$ cat src/rtl/wb_scratch_responder_pkg.sv
// wb_scratch_responder_pkg: register map indices, default ID and FSM state type
package wb_scratch_responder_pkg;
  localparam int REG_ID_IDX = 0;
  localparam int REG_TXN_IDX = 1;
  localparam int REG_RAM_BASE = 2;
  localparam logic [31:0] ID_DEFAULT = 32'h7504_B001;
  typedef enum logic [1:0] {S_IDLE, S_WAIT, S_ACK} state_t;
endpackage

$ cat src/rtl/wb_scratch_ram.sv
// wb_scratch_ram: DEPTH x 32 flop array with byte-lane write and async read
module wb_scratch_ram #(
  parameter int DEPTH = 16
) (
  input  logic                     clk,
  input  logic                     rst,
  input  logic                     we,
  input  logic [$clog2(DEPTH)-1:0] addr,
  input  logic [3:0]               sel,
  input  logic [31:0]              wdata,
  output logic [31:0]              rdata
);
  logic [31:0] mem [DEPTH];
  // clear on reset, otherwise update only the enabled byte lanes
  always_ff @(posedge clk or posedge rst)
    if (rst) for (int i = 0; i < DEPTH; i++) mem[i] <= '0;
    else if (we) for (int b = 0; b < 4; b++) if (sel[b]) mem[addr][8*b +: 8] <= wdata[8*b +: 8];
  assign rdata = mem[addr];
endmodule

$ cat src/rtl/wb_scratch_responder.sv
// wb_scratch_responder: Wishbone classic slave with ID, transfer counter and scratch RAM
module wb_scratch_responder
  import wb_scratch_responder_pkg::*;
#(
  parameter int          ADDR_W      = 14,
  parameter int          DEPTH       = 16,
  parameter int          WAIT_STATES = 1,
  parameter logic [31:0] ID_VALUE    = ID_DEFAULT
) (
  input  logic              clk,
  input  logic              rst,
  input  logic              wb_CYC,
  input  logic              wb_STB,
  input  logic              wb_WE,
  input  logic [ADDR_W-1:0] wb_ADR,
  input  logic [3:0]        wb_SEL,
  input  logic [31:0]       wb_DAT_MOSI,
  output logic [31:0]       wb_DAT_MISO,
  output logic              wb_ACK
);
  localparam int IW = ADDR_W - 2;
  localparam int AW = $clog2(DEPTH);
  state_t state, state_n;
  logic [3:0] cnt, cnt_n;
  logic we_q;
  logic [IW-1:0] idx_q;
  logic [3:0] sel_q;
  logic [31:0] dat_q;
  logic [31:0] txn;
  logic [31:0] ram_rd;
  logic req, commit, r_we, is_id, is_txn, ram_hit;
  logic [IW-1:0] r_idx;
  logic [3:0] r_sel;
  logic [31:0] r_dat, rd_data;
  logic unused_adr;
  assign unused_adr = ^wb_ADR[1:0];
  assign req = wb_CYC & wb_STB;
  assign r_we = state == S_IDLE ? wb_WE : we_q;
  assign r_idx = state == S_IDLE ? wb_ADR[ADDR_W-1:2] : idx_q;
  assign r_sel = state == S_IDLE ? wb_SEL : sel_q;
  assign r_dat = state == S_IDLE ? wb_DAT_MOSI : dat_q;
  assign commit = state_n == S_ACK && state != S_ACK;
  assign is_id = r_idx == IW'(REG_ID_IDX);
  assign is_txn = r_idx == IW'(REG_TXN_IDX);
  assign ram_hit = r_idx >= IW'(REG_RAM_BASE) && r_idx < IW'(REG_RAM_BASE + DEPTH);
  assign rd_data = is_id ? ID_VALUE : is_txn ? txn : ram_hit ? ram_rd : '0;
  assign wb_ACK = state == S_ACK;
  // next state: accept in IDLE, count wait states, abort on CYC loss, single ACK cycle
  always_comb begin
    state_n = state;
    cnt_n = cnt;
    case (state)
      S_IDLE: if (req) begin
        state_n = WAIT_STATES > 0 ? S_WAIT : S_ACK;
        cnt_n = 4'(WAIT_STATES - 1);
      end
      S_WAIT: begin
        state_n = !wb_CYC ? S_IDLE : cnt == 4'd0 ? S_ACK : S_WAIT;
        cnt_n = cnt - 4'd1;
      end
      default: state_n = S_IDLE;
    endcase
  end
  // state, request latches, counter and read data; effects commit on the edge entering ACK
  always_ff @(posedge clk or posedge rst)
    if (rst) begin
      state <= S_IDLE;
      cnt <= '0;
      we_q <= 1'b0;
      idx_q <= '0;
      sel_q <= '0;
      dat_q <= '0;
      txn <= '0;
      wb_DAT_MISO <= '0;
    end else begin
      state <= state_n;
      cnt <= cnt_n;
      if (state == S_IDLE && req) begin
        we_q <= wb_WE;
        idx_q <= wb_ADR[ADDR_W-1:2];
        sel_q <= wb_SEL;
        dat_q <= wb_DAT_MOSI;
      end
      if (commit) txn <= r_we && is_txn ? '0 : txn + 32'd1;
      if (commit && !r_we) wb_DAT_MISO <= rd_data;
    end
  wb_scratch_ram #(.DEPTH(DEPTH)) u_ram (
    .clk(clk),
    .rst(rst),
    .we(commit & r_we & ram_hit),
    .addr(AW'(r_idx - IW'(REG_RAM_BASE))),
    .sel(r_sel),
    .wdata(r_dat),
    .rdata(ram_rd)
  );
endmodule

$ cat config.mk
export PLATFORM = sky130hd
export DESIGN_NAME = wb_scratch_responder
export DESIGN_NICKNAME = d
export VERILOG_FILES = /design/src/rtl/wb_scratch_responder_pkg.sv /design/src/rtl/wb_scratch_ram.sv /design/src/rtl/wb_scratch_responder.sv
export SDC_FILE = /design/constraint.sdc
export NUM_CORES = 2
export LEC_CHECK = 0
export BUFFER_PORTS_ARGS = -buffer_cell sky130_fd_sc_hd__buf_2
export CAP_MARGIN = 40
export CORE_UTILIZATION = 50
export CTS_CLUSTER_DIAMETER = 30
export DETAILED_ROUTE_END_ITERATION = 12
export GPL_ROUTABILITY_DRIVEN = 0
export PLACE_DENSITY = 0.66
export RECOVER_POWER = 50
export SLEW_MARGIN = 20
export SYNTH_ARGS = -nofsm -noshare
export SYNTH_HDL_FRONTEND = slang
export SYNTH_SLANG_ARGS = --single-unit
$ cat constraint.sdc
create_clock -name clk -period 25.1 [get_ports clk]
set_input_delay 5.02 -clock clk [delete_from_list [all_inputs] [get_ports clk]]
set_output_delay 5.02 -clock clk [all_outputs]
set_load 0.03 [all_outputs]
; ---- Word level (Yosys, flattened, before mapping)
; Index checks and enable logic that the tools add are counted.
[totals]
ff_bits = 631
inputBits = 55
out_inout_bits = 33
elab_cells = 89
[classes]
addsub = 3
order_cmp = 4
eq_ne = 6
n_mux = 36
bitwise = 4
n_reduce_logical = 12
[op_table]
columns = cell, count
row1 = $mux 512, 7
row2 = $bwmux 512, 4
row3 = $demux 32 s4, 4
row4 = $mux 32, 8
row5 = $bmux 32 s4, 1
row6 = $add 32x1->32 const B, 1
row7 = $mux 24, 1
row8 = $mux 16, 1
row9 = $eq 12x1->1 const B, 1
row10 = $ge 12x2->1 const B, 1
row11 = $logic_not 12->1, 1
row12 = $lt 12x5->1 const B, 1
row13 = $mux 12, 1
row14 = $mux 4, 2
row15 = $mux 8, 1
row16 = $pmux 4 s2, 1
row17 = $logic_and 1x1->1, 6
row18 = $mux 2, 3
row19 = $ge 5x5->1 const B, 1
row20 = $lt 5x1->1 const B, 1
row21 = $not 4->5, 1
row22 = $eq 2x2->1 const B, 2
row23 = $logic_not 4->1, 1
row24 = $ne 2x2->1 const B, 2
row25 = other kinds (10), 12

; ---- Longest topological paths before layout
[depth]
depth_word = 19
mapped_depth = 16
ltp_nobuf = 9

; ---- Hierarchy
; A second synthesis with hierarchy kept.
[unflattened]
hier_cells = 2104
area_unflattened_um2 = 29741.0
[modules_own_cells]
columns = module, instances, cells_per_inst, area_each_um2, seq_area_each_um2
row1 = wb_scratch_ram, 1, 1434, 23535.1, 12812.3
row2 = wb_scratch_responder, 1, 670, 6206.0, 2977.9

; ---- Worst setup path after synthesis
; OpenSTA, ideal clock, no wires.
[synth_timing]
kind = input to register
from = in wb_ADR[3]
to = reg u_ram.mem[100] in the netlist's numbering
setup_time_ps = 125
arrival_ps = 8453
setup_slack_ps = 16522
cell_stages = 13
cell_sequence = mux2_4 > buf_6 > inv_1 > clkbuf_1 > buf_1 > buf_1 > ha_1 > clkbuf_1 > inv_2 > nand3_1 > clkbuf_1 > nor4_4 > mux2_2
[synth_via]
elab_chain_len = 18
elab_cells_between_ends = 26
[synth_lines]
columns = item, line
row1 = start: declaration, wb_scratch_responder.sv:15  ; input logic [ADDR_W-1:0] wb_ADR,
row2 = $mux 12 (*), wb_scratch_responder.sv:39  ; assign r_idx = state == S_IDLE ? wb_ADR[ADDR_W-1:2] : idx_q;
row3 = $sub 4x2->4, wb_scratch_responder.sv:91  ; .addr(AW'(r_idx - IW'(REG_RAM_BASE))),
row4 = $not 4->5 (implied by the code), wb_scratch_ram.sv:17  ; else if (we) for (int b = 0; b < 4; b++) if (sel[b]) mem[addr][8*b +: 8] <= wdata[8*b +: 8];
row5 = $ge 5x5->1 (implied by the code) / $lt 5x1->1 (equally long branches), wb_scratch_ram.sv:17
row6 = $logic_and 1x1->1 (implied by the code), wb_scratch_ram.sv:17
row7 = $mux 8 (implied by the code), wb_scratch_ram.sv:17
row8 = $demux 32 s4, wb_scratch_ram.sv:17
row9 = $bwmux 512, wb_scratch_ram.sv:17
row10 = $mux 512 (2 in series), wb_scratch_ram.sv:17
row11 = $bwmux 512, wb_scratch_ram.sv:17
row12 = $mux 512 (2 in series), wb_scratch_ram.sv:17
row13 = $bwmux 512, wb_scratch_ram.sv:17
row14 = $mux 512 (2 in series), wb_scratch_ram.sv:17
row15 = $bwmux 512, wb_scratch_ram.sv:17
row16 = $mux 512, wb_scratch_ram.sv:17
row17 = end: declaration, wb_scratch_ram.sv:13  ; logic [31:0] mem [DEPTH];
; Mark *: on every way between the ends. The rest lies on a longest branch, timed or not. The select of a mux whose other input is x is not followed.
; A chain may end at the register's enable or synchronous reset.

==> impl_results.md <==
* Setup Buffers After CTS at 0
* Buffers on Ports at 85
* Max cap viols at 9
* Worst setup EP type: asynchronous set/reset pin
* First-pass GRT wire length at 124.6 mm
* Status: finished, violations left
* Final min period at 13.44 ns
* Area Growth Syn to Fin at 20.00%
* Post-CTS sizing at 0
* Crit path DAT at 12.07 ns
* Highest-count cells in the layout ignoring fill and taps: dfrtp_1 (631), mux2_2 (448), nand2_1 (339)
* DRC Markers at 0
* WL/cell at 24.36 um
* Routed wire length at 77.92 mm
* Sequential area share after synthesis at 53.19%
* Crit path max fanout at 167
* Grt total ovfl at 0
* P per Cell Area at 97.49 mW/mm^2
* # rows at 88
* CP Launch Type: input pin
* Initial antenna violation count at 0
* CTS Root Cell: clkbuf_16
* 1st-iter DRT viols at 1477
* Die area at 0.06036 sq mm
* All-Layer GR Usage at 27.19%
* Critical path class: input pin to asynchronous set/reset pin
* Yosys cell types at 60
* Post-synthesis sequential element count at 631
* Max-slew headroom at -480.7%
* CP required at 23.72 ns
* Commonest non-fill, non-tap cell in the layout: dfrtp_1
* Final number of setup-violating endpoints at 0
* # diodes at 0
* Period utilisation layout at 53.56%
* Total power at 0.003473 W
* Via/cell ratio at 6.039
* Antenna Nets Post-Route at 0
* Average size of a mapped cell at 13.49 sq um
* RSZ-0062 raised after global routing: no
* Number of global-route vias before repair at 20748
* Initial core utilization at 51.07%
* Post-synth EDFFs at 0
* # IOs at 88
* Syn Std Cell Area at 0.02969 sq mm
* Layout cells sized above 1 at 42.01%
* Worst VDD drop at 0.07207 mV
* Number of CTS-inserted buffers at 135
* Skew-Pair Late Insertion Delay at 0.71 ns
* Die H at 245.7 um
* Ys Warns at 0
* Ys async rst share at 100.0%
* Final Hold Vio Count at 0
* Largest net degree at the start of global routing at 168
* Hold Path Class: flip-flop to flip-flop
* H-tree depth at 4
* Post-Syn Instances at 2201
* Slew @ Worst Pin at 8.710 ns
* Vias at 19312
* Hold Buf Count CTS at 0
* Clk sink count at 631
* Post-DP HPWL at 49.42 mm
* Post-synth top flop: dfrtp_1
* # nets final at 2394
* Setup Total Neg Slack at 0 ns
* Leakage at 16.90 nW
* Failing checks: capacitance limit, slew limit
* Syn_nets at 2260
* Die W at 245.7 um
* Slew Limit Fails at 560
* CTS tree: built
* Pre-Repair DR Iteration Count at 5
* Clk slew on worst S/H paths at 0.05 ns
* Core ar. at 0.05814 sq mm
* Bufs on Longest Clock Path at 3
* Clk_skew at 0.01703 ns
* Fmax achieved at 0.07438 GHz
[cell usage after synthesis (7+ instances only)]
library cell / count / share of area [%]
mux2_4: 65 / 3.3
a31oi_1: 11 / 0.23
nor2_2: 32 / 0.67
nand3_1: 14 / 0.24
xor2_1: 12 / 0.35
a21oi_1: 39 / 0.66
a22oi_1: 45 / 1.1
nor2_1: 47 / 0.59
mux2_2: 448 / 17
mux2i_1: 10 / 0.34
clkbuf_1: 95 / 1.2
mux4_2: 99 / 7.5
and3_1: 36 / 0.76
o21ai_0: 16 / 0.27
dfrtp_1: 631 / 53
a311oi_1: 16 / 0.47
nor3_1: 10 / 0.17
nand4_1: 7 / 0.15
a211oi_1: 23 / 0.58
a221o_1: 22 / 0.74
buf_2: 17 / 0.29
buf_1: 18 / 0.23
inv_1: 8 / 0.10
nor4_4: 32 / 2.3
nand2_1: 340 / 4.3
xnor2_1: 18 / 0.53
[logic make-up (layout without fill, tap and decap cells)]
| kind of cell | Yosys count | in the layout | synth area share, % |
|---|---|---|---|
| buffers and inverters | 147 | 379 | 2.095 |
| XOR/XNOR | 30 | 30 | 0.8850 |
| flip-flops | 631 | 631 | 53.19 |
| adder cells (fa/ha/maj) | 4 | 4 | 0.1686 |
| multiplexers | 622 | 622 | 28.13 |
| AND/OR/NAND/NOR | 551 | 551 | 10.02 |
| AO/OA/AOI/OAI | 216 | 216 | 5.517 |
[sequential cells by signal, summed over array words and instances, names as in the netlist]
name         cells
idx_q           12
wb_DAT_MISO     32
state            2
u_ram.mem      512
dat_q           32
cnt              4
txn             32
sel_q            4
we_q             1
[worst paths after layout]
path,end,start,cells after the start,slack (ns)
setup / recovery,wb_DAT_MISO[20]$_DFFE_PP0P_,rst,3,11.66
hold / removal,dat_q[22]$_DFFE_PP0P_,dat_q[22]$_DFFE_PP0P_,2,0.47
setup reg to reg,u_ram.mem[30]$_DFFE_PP0P_,state[0]$_DFF_PP0_,9,19.91
hold reg to reg,dat_q[22]$_DFFE_PP0P_,dat_q[22]$_DFFE_PP0P_,2,0.47
max in group clk,u_ram.mem[30]$_DFFE_PP0P_,wb_ADR[3],9,16.26
min in group asynchronous,dat_q[16]$_DFFE_PP0P_,rst,2,4.54
[report_power, final]
group / internal (W) / switching, W
clock network: 0.00121 / 0.000572
logic: 0.000143 / 0.000472
registers: 0.00106 / 0.0000254
total: 0.00240 / 0.00107
[through the flow]
| step | setup WS [ns] | utilization (%) | cells | instance area [sq um] | hold WS, ns |
|---|---|---|---|---|---|
| after floorplan | 2.406 | - | 2201 | 29690 | 0.4450 |
| after global placement | 15.38 | 52.97 | 2945 | 30790 | 0.4579 |
| after detailed placement | 15.44 | 53.44 | 2958 | 31070 | 0.4618 |
| after CTS | 16.17 | 61.39 | 3193 | 35690 | 0.4722 |
| after global routing | 9.641 | 61.28 | 3198 | 35630 | 0.4896 |
| final | 11.66 | 61.28 | 3198 | 35630 | 0.4705 |
[critical path, cell delays in order]
cell and delay (ns):
buf_2 0.10, clkinvlp_2 0.67, clkbuf_1 6.05
[metal layers]
metal	vias up	wire (um)	GRT usage, %
met5	-	0	0
met4	0	2670	11.31
met3	166	3731	5.151
met2	549	38980	44.37
met1	10219	32530	35.65
li1	8378	-	-
[area by class of cell]
class	count	area [sq um]
Clock buffer	176	3796
Clock inverter	59	824.5
Fill cell	4344	22510
Inverter	9	40.04
Multi-Input combinational cell	1423	13320
Sequential cell	631	15790
Tap cell	765	957.2
Timing Repair Buffer	135	903.4
(Power assumes the default switching activity.)
